**src/rtl/kypd_scan_ctrl.sv**
```systemverilog
// PmodKYPD 4x4 keypad scanner: walks a low column across the pad, tallies row lows
// per frame, debounces whole frames and emits a committed key code with press/release strobes.
module kypd_scan_ctrl #(
  parameter int SCAN_DIV       = 100000,
  parameter int DEBOUNCE_SCANS = 4
) (
  input  logic       clk,
  input  logic       rst,
  output logic [3:0] col,
  input  logic [3:0] row,
  output logic [3:0] key_code,
  output logic       key_valid,
  output logic       key_press,
  output logic       key_release,
  output logic       multi
);

  localparam int DIV_W = $clog2(SCAN_DIV);
  localparam int CNT_W = $clog2(DEBOUNCE_SCANS + 1);
  localparam logic [DIV_W-1:0] DIV_LAST = DIV_W'(SCAN_DIV - 1);
  localparam logic [CNT_W-1:0] CNT_MAX  = CNT_W'(DEBOUNCE_SCANS);

  typedef enum logic [1:0] {RES_NONE, RES_ONE, RES_MULTI} res_t;
  typedef enum logic [1:0] {IDLE, PRESSED, SWAP} state_t;

  logic [DIV_W-1:0] div;
  logic [1:0]       phase;
  logic [1:0]       low_cnt;
  logic [3:0]       acc_code;
  res_t             prev_kind;
  logic [3:0]       prev_code;
  logic [CNT_W-1:0] stable_cnt;
  state_t           state, state_n;

  logic [2:0]       phase_lows;
  logic [1:0]       phase_row;
  logic [2:0]       lows_sum;
  logic [1:0]       frame_lows;
  logic [3:0]       frame_code;
  res_t             frame_kind;
  logic             sample, frame_end, same, commit;
  logic [CNT_W-1:0] cnt_next;

  logic [3:0] key_code_n;
  logic       key_valid_n, key_press_n, key_release_n, multi_n;

  function automatic logic [3:0] key_map(input logic [1:0] r, input logic [1:0] c);
    logic [3:0] k;
    case ({r, c})
      4'h0: k = 4'hD;  4'h1: k = 4'hE;  4'h2: k = 4'hF;  4'h3: k = 4'h0;
      4'h4: k = 4'hC;  4'h5: k = 4'h9;  4'h6: k = 4'h8;  4'h7: k = 4'h7;
      4'h8: k = 4'hB;  4'h9: k = 4'h6;  4'hA: k = 4'h5;  4'hB: k = 4'h4;
      4'hC: k = 4'hA;  4'hD: k = 4'h3;  4'hE: k = 4'h2;  default: k = 4'h1;
    endcase
    return k;
  endfunction

  // Fold this phase's row lows into the running frame tally; the code is only kept
  // while the frame has seen exactly one low so far.
  always_comb begin
    phase_lows = '0;
    phase_row  = '0;
    for (int i = 0; i < 4; i++) begin
      if (!row[i]) begin
        phase_lows = phase_lows + 3'd1;
        phase_row  = 2'(i);
      end
    end
    lows_sum   = {1'b0, low_cnt} + phase_lows;
    frame_lows = (lows_sum >= 3'd2) ? 2'd2 : lows_sum[1:0];
    frame_code = (low_cnt == 2'd0 && phase_lows == 3'd1) ? key_map(phase_row, 2'd3 - phase)
                                                         : acc_code;
    frame_kind = (frame_lows == 2'd0) ? RES_NONE : (frame_lows == 2'd1) ? RES_ONE : RES_MULTI;
    sample     = (div == DIV_LAST);
    frame_end  = sample && (phase == 2'd3);
    same       = (frame_kind == prev_kind) && (frame_kind != RES_ONE || frame_code == prev_code);
    cnt_next   = same ? ((stable_cnt == CNT_MAX) ? stable_cnt : stable_cnt + CNT_W'(1))
                      : CNT_W'(1);
    commit     = frame_end && (cnt_next == CNT_MAX) && (!same || stable_cnt != CNT_MAX);
  end

  // Column scan and per-frame debounce bookkeeping.
  always_ff @(posedge clk or posedge rst) begin
    if (rst) begin
      div        <= '0;
      phase      <= 2'd0;
      col        <= 4'b0111;
      low_cnt    <= 2'd0;
      acc_code   <= 4'd0;
      prev_kind  <= RES_NONE;
      prev_code  <= 4'd0;
      stable_cnt <= '0;
    end else if (sample) begin
      div   <= '0;
      phase <= phase + 2'd1;
      col   <= {col[0], col[3:1]};
      if (frame_end) begin
        low_cnt    <= 2'd0;
        acc_code   <= 4'd0;
        prev_kind  <= frame_kind;
        prev_code  <= frame_code;
        stable_cnt <= cnt_next;
      end else begin
        low_cnt  <= frame_lows;
        acc_code <= frame_code;
      end
    end else begin
      div <= div + DIV_W'(1);
    end
  end

  always_ff @(posedge clk or posedge rst) begin
    if (rst) begin
      state       <= IDLE;
      key_code    <= 4'd0;
      key_valid   <= 1'b0;
      key_press   <= 1'b0;
      key_release <= 1'b0;
      multi       <= 1'b0;
    end else begin
      state       <= state_n;
      key_code    <= key_code_n;
      key_valid   <= key_valid_n;
      key_press   <= key_press_n;
      key_release <= key_release_n;
      multi       <= multi_n;
    end
  end

  always_comb begin
    state_n = state;
    case (state)
      IDLE:    if (commit && frame_kind == RES_ONE) state_n = PRESSED;
      PRESSED: begin
        if (commit && frame_kind == RES_NONE) state_n = IDLE;
        else if (commit && frame_kind == RES_ONE && frame_code != key_code) state_n = SWAP;
      end
      SWAP:    state_n = PRESSED;
      default: state_n = IDLE;
    endcase
  end

  // SWAP emits the press half of a key change; the new code already sits in prev_code.
  always_comb begin
    key_code_n    = key_code;
    key_valid_n   = key_valid;
    key_press_n   = 1'b0;
    key_release_n = 1'b0;
    multi_n       = commit ? (frame_kind == RES_MULTI) : multi;
    case (state)
      IDLE: begin
        if (commit && frame_kind == RES_ONE) begin
          key_code_n  = frame_code;
          key_valid_n = 1'b1;
          key_press_n = 1'b1;
        end
      end
      PRESSED: begin
        if (commit && frame_kind == RES_NONE) begin
          key_valid_n   = 1'b0;
          key_release_n = 1'b1;
        end else if (commit && frame_kind == RES_ONE && frame_code != key_code) begin
          key_release_n = 1'b1;
        end
      end
      SWAP: begin
        key_code_n  = prev_code;
        key_press_n = 1'b1;
      end
      default: ;
    endcase
  end

endmodule

```
**config.mk**
```make
export PLATFORM = sky130hd
export DESIGN_NAME = kypd_scan_ctrl
export DESIGN_NICKNAME = d
export VERILOG_FILES = /design/src/rtl/kypd_scan_ctrl.sv
export SDC_FILE = /design/constraint.sdc
export NUM_CORES = 1
export LEC_CHECK = 0
export ABC_AREA = 1
export CORE_MARGIN = 4
export CORE_UTILIZATION = 55
export DETAILED_ROUTE_END_ITERATION = 12
export GPL_TIMING_DRIVEN = 0
export PLACE_DENSITY = 0.75
export SKIP_CTS_REPAIR_TIMING = 1
export SLEW_MARGIN = 25
export SYNTH_ARGS = -nofsm -noshare
export SYNTH_HDL_FRONTEND = slang
export SYNTH_SLANG_ARGS = --single-unit
```
**constraint.sdc**
```tcl
create_clock -name clk -period 3.75 [get_ports clk]
set_input_delay 0.375 -clock clk [delete_from_list [all_inputs] [get_ports clk]]
set_output_delay 0.375 -clock clk [all_outputs]
set_load 0.05 [all_outputs]
```
==> metrics.csv <==
metric,value,unit
unrepaired setup endpoints after global routing,false,
clock transition at the registers of the reported paths,90,ps
Worst slew margin,0.592,
crit-path max FO,5,
Pwr Density,297,mW/mm²
pin count of the biggest net entering global routing,28,
Final Cell Area,0.00338,mm²
TritonRoute pass-1 iters,4,
Filler cells,434,
Core Region,0.00517,mm²
Critical Path AT,3640,ps
final hold vios,0,
"Req. time, crit path",3950,ps
DR vias,2486,
top cell type's share of synthesized area,0.380,
first-pass GRT wire length,10600,µm
Clk pwr share,0.365,
drt initial violations,119,
Gate power share,0.117,
Post-synth EDFFs,0,
Die Width,81.4,µm
M2 GR Usage,0.357,
clk root buf,clkbuf_8,
I/O Buffers,16,
"slowest stage cell, crit path",clkdlybuf4s50_1,
synthesized netlist cell count,396,
register bit total from synthesis,48,
number of vias per cell,5.05,
vias in the first global route,2526,
Bufs on Longest Clock Path,2,
met3 global-route usage,0.0263,
gr usage total,0.202,
share of layout cells above drive strength 1,0.111,
HP Start,div[0]$_DFF_PP0_,
num rows,26,
WS Path Type,in2reg,
worst path bufs/invs,5,
DRC viols,0,
most common cell in the netlist,nand2_1,
DIE AREA,0.00663,mm²
GP Congestion,0.858,
"Largest stage delay, worst path",480,ps
# setup viols final,0,
max-slew violations,0,
Lkg Pwr,1.80,nW
Startpoint Class,primary input,
global-route met1 utilization,0.254,
mapped cell area,0.00296,mm²
syn_area_per_cell,7.49,µm²
number of routed nets with antenna violations,0,
CTS Buf Count,5,
starting density of the core,0.573,
Die H,81.4,µm
Clock Sinks,48,
most frequent CP cell,nand2_1,
Pint,761,µW
main area contributors after synthesis,"dfrtp_1 (38%), nand2_1 (13%), inv_1 (8.9%), o21ai_0 (5.2%), nand3_1 (4.4%)",
Hold Crit Class,reg2reg,
post-synthesis net count,413,
post-layout util,0.653,
largest area contributor in the netlist,dfrtp_1,
Cell variety after synth,37,
asr flop ratio synth,1.00,
register share of total power,0.518,
clk_lat worst skew,290,ps
final WL,5840,µm
layout overhead on the synthesized area,13.9,%
"Most Used Layer, Global Route",met2,
Final nets,438,
clk_skew,10.7,ps
period utilisation layout,0.918,
r2r startpoint,div[0]$_DFF_PP0_,
Avg WL per Cell,11.9,µm
CP endpoint kind,flip-flop,
initial antenna violation count,0,
peak supply drop,0.216,mV
H-tree Lvls,2,
Net Switching,242,µW
"Largest delay share family, worst path",simple AND/OR/NAND/NOR gates,
global route overflow,0,
status,completed,
Synth top cells by count,"nand2_1 (103), inv_1 (70), dfrtp_1 (45), nor2_1 (31), o21ai_0 (31)",
CTS tree,done,
Total Power,1.00,mW
fmax,0.291,GHz
Yosys Warn Count,0,
part of the Yosys area used for sequential elements,0.407,
boundary pin count,18,
minimum clock period,3440,ps
Critical path origin,row[0],
number of antenna diodes,0,
critical-path cell list,clkdlybuf4s50_1 > inv_1 > ha_4 > inv_1 > nand2_1 > nand2_1 > ha_1 > nand2_1 > nand2_1 > fa_2 > inv_1 > nor2_2 > nor3_4 > nand2_2 > inv_2 > nand2_1 > a21oi_4 > nand4_4 > nor2_4 > nand2_1 > nand2_1 > nand2_1,
Switching Share,0.242,
Max-Cap Viols,0,
worst-margin pin slew,611,ps
Area after DPL,0.00324,mm²
dpl hpwl,4490,µm
Synth Flop Type,dfrtp_1,
-- logic make-up after synthesis --
family	after synthesis	share of synthesized area
mux	1	0.00338
xor+xnor	9	0.0266
buf+inv	78	0.101
fa+ha+maj	11	0.0490
compound gates	52	0.103
flops	48	0.407
simple gates	197	0.311
-- metrics by stage --
stage,setup slack [ps],instances,hold WS (ps),TNS [ps]
after CTS,3.34,491,463,0
after floorplan,662,396,433,0
after global placement,-220,482,446,-1970
after detailed placement,-298,483,451,-2770
after global routing,20.1,492,487,0
final,309,492,459,0
-- cells in the final DEF, fill, tap and decap left out, types with 2 or more instances in the layout --
cell type          n
clkbuf_1           4
xor2_1             6
o21ai_0           31
xnor2_1            3
inv_1             69
nand2_1          103
a21oi_2            2
o22ai_1            4
clkdlybuf4s50_1   15
nand2_4            2
nand3b_1           2
clkbuf_8           5
nor2_1            31
nand4_1            6
nor2_2             5
dfstp_2            3
ha_1               9
nand3_1           26
or2_2              3
dfrtp_1           45
nand2_2            9
a21oi_1           10
nor3_1             4
inv_2              4
-- layer usage --
layer | vias up | wire length, µm
met5 | - | 0
met4 | 0 | 70
met3 | 7 | 152
met1 | 1145 | 2750
li1 | 1290 | -
met2 | 44 | 2860
-- worst reg2reg max path, stage by stage, from the launching register on --
cell	delay, ps
dfrtp_1	370
ha_1	180
nand2_1	80
nor2_2	130
nand2_2	110
nor4_4	530
nand2_2	220
a21oi_2	230
nand4_4	190
nor2_4	170
nand2_1	70
nand2_1	60
nand2_1	40
-- path summary, 6_finish.rpt --
| check | to | slack, ps | depth (start not counted) |
|---|---|---|---|
| max | state[0]$_DFFE_PP0P_ | 310 | 22 |
| min | div[0]$_DFF_PP0_ | 460 | 1 |
| max reg2reg | state[0]$_DFFE_PP0P_ | 1270 | 12 |
| min reg2reg | div[0]$_DFF_PP0_ | 460 | 1 |
| max in group asynchronous | div[14]$_DFF_PP0_ | 2740 | 3 |
| min in group asynchronous | key_code[3]$_DFFE_PP0P_ | 480 | 2 |
-- power by group through the flow --
stage,Combinational [mW],Sequential (mW),Clock [mW]
after floorplan,0.0852,0.529,0
after global placement,0.105,0.530,0
after detailed placement,0.111,0.530,0
after CTS,0.112,0.519,0.376
after global routing,0.134,0.520,0.396
final,0.118,0.519,0.366
-- registers in the layout (all words and copies together) (netlist names), 2 cells and up --
register	flops
div	17
acc_code	4
col	4
key_code	4
prev_code	4
stable_cnt	3
low_cnt	2
phase	2
prev_kind	2
state	2
-- final cells by class --
class                           instances  area, µm²  area share
Buffer                                  4       22.5     0.00667
Clock buffer                            6       72.6      0.0215
Clock inverter                          2       35.0      0.0104
Inverter                               74        278      0.0823
Multi-Input combinational cell        270       1480       0.438
Sequential cell                        48       1200       0.357
Tap cell                               70       87.6      0.0259
Timing Repair Buffer                   18        198      0.0586
Power figures use the tool's default switching activity.
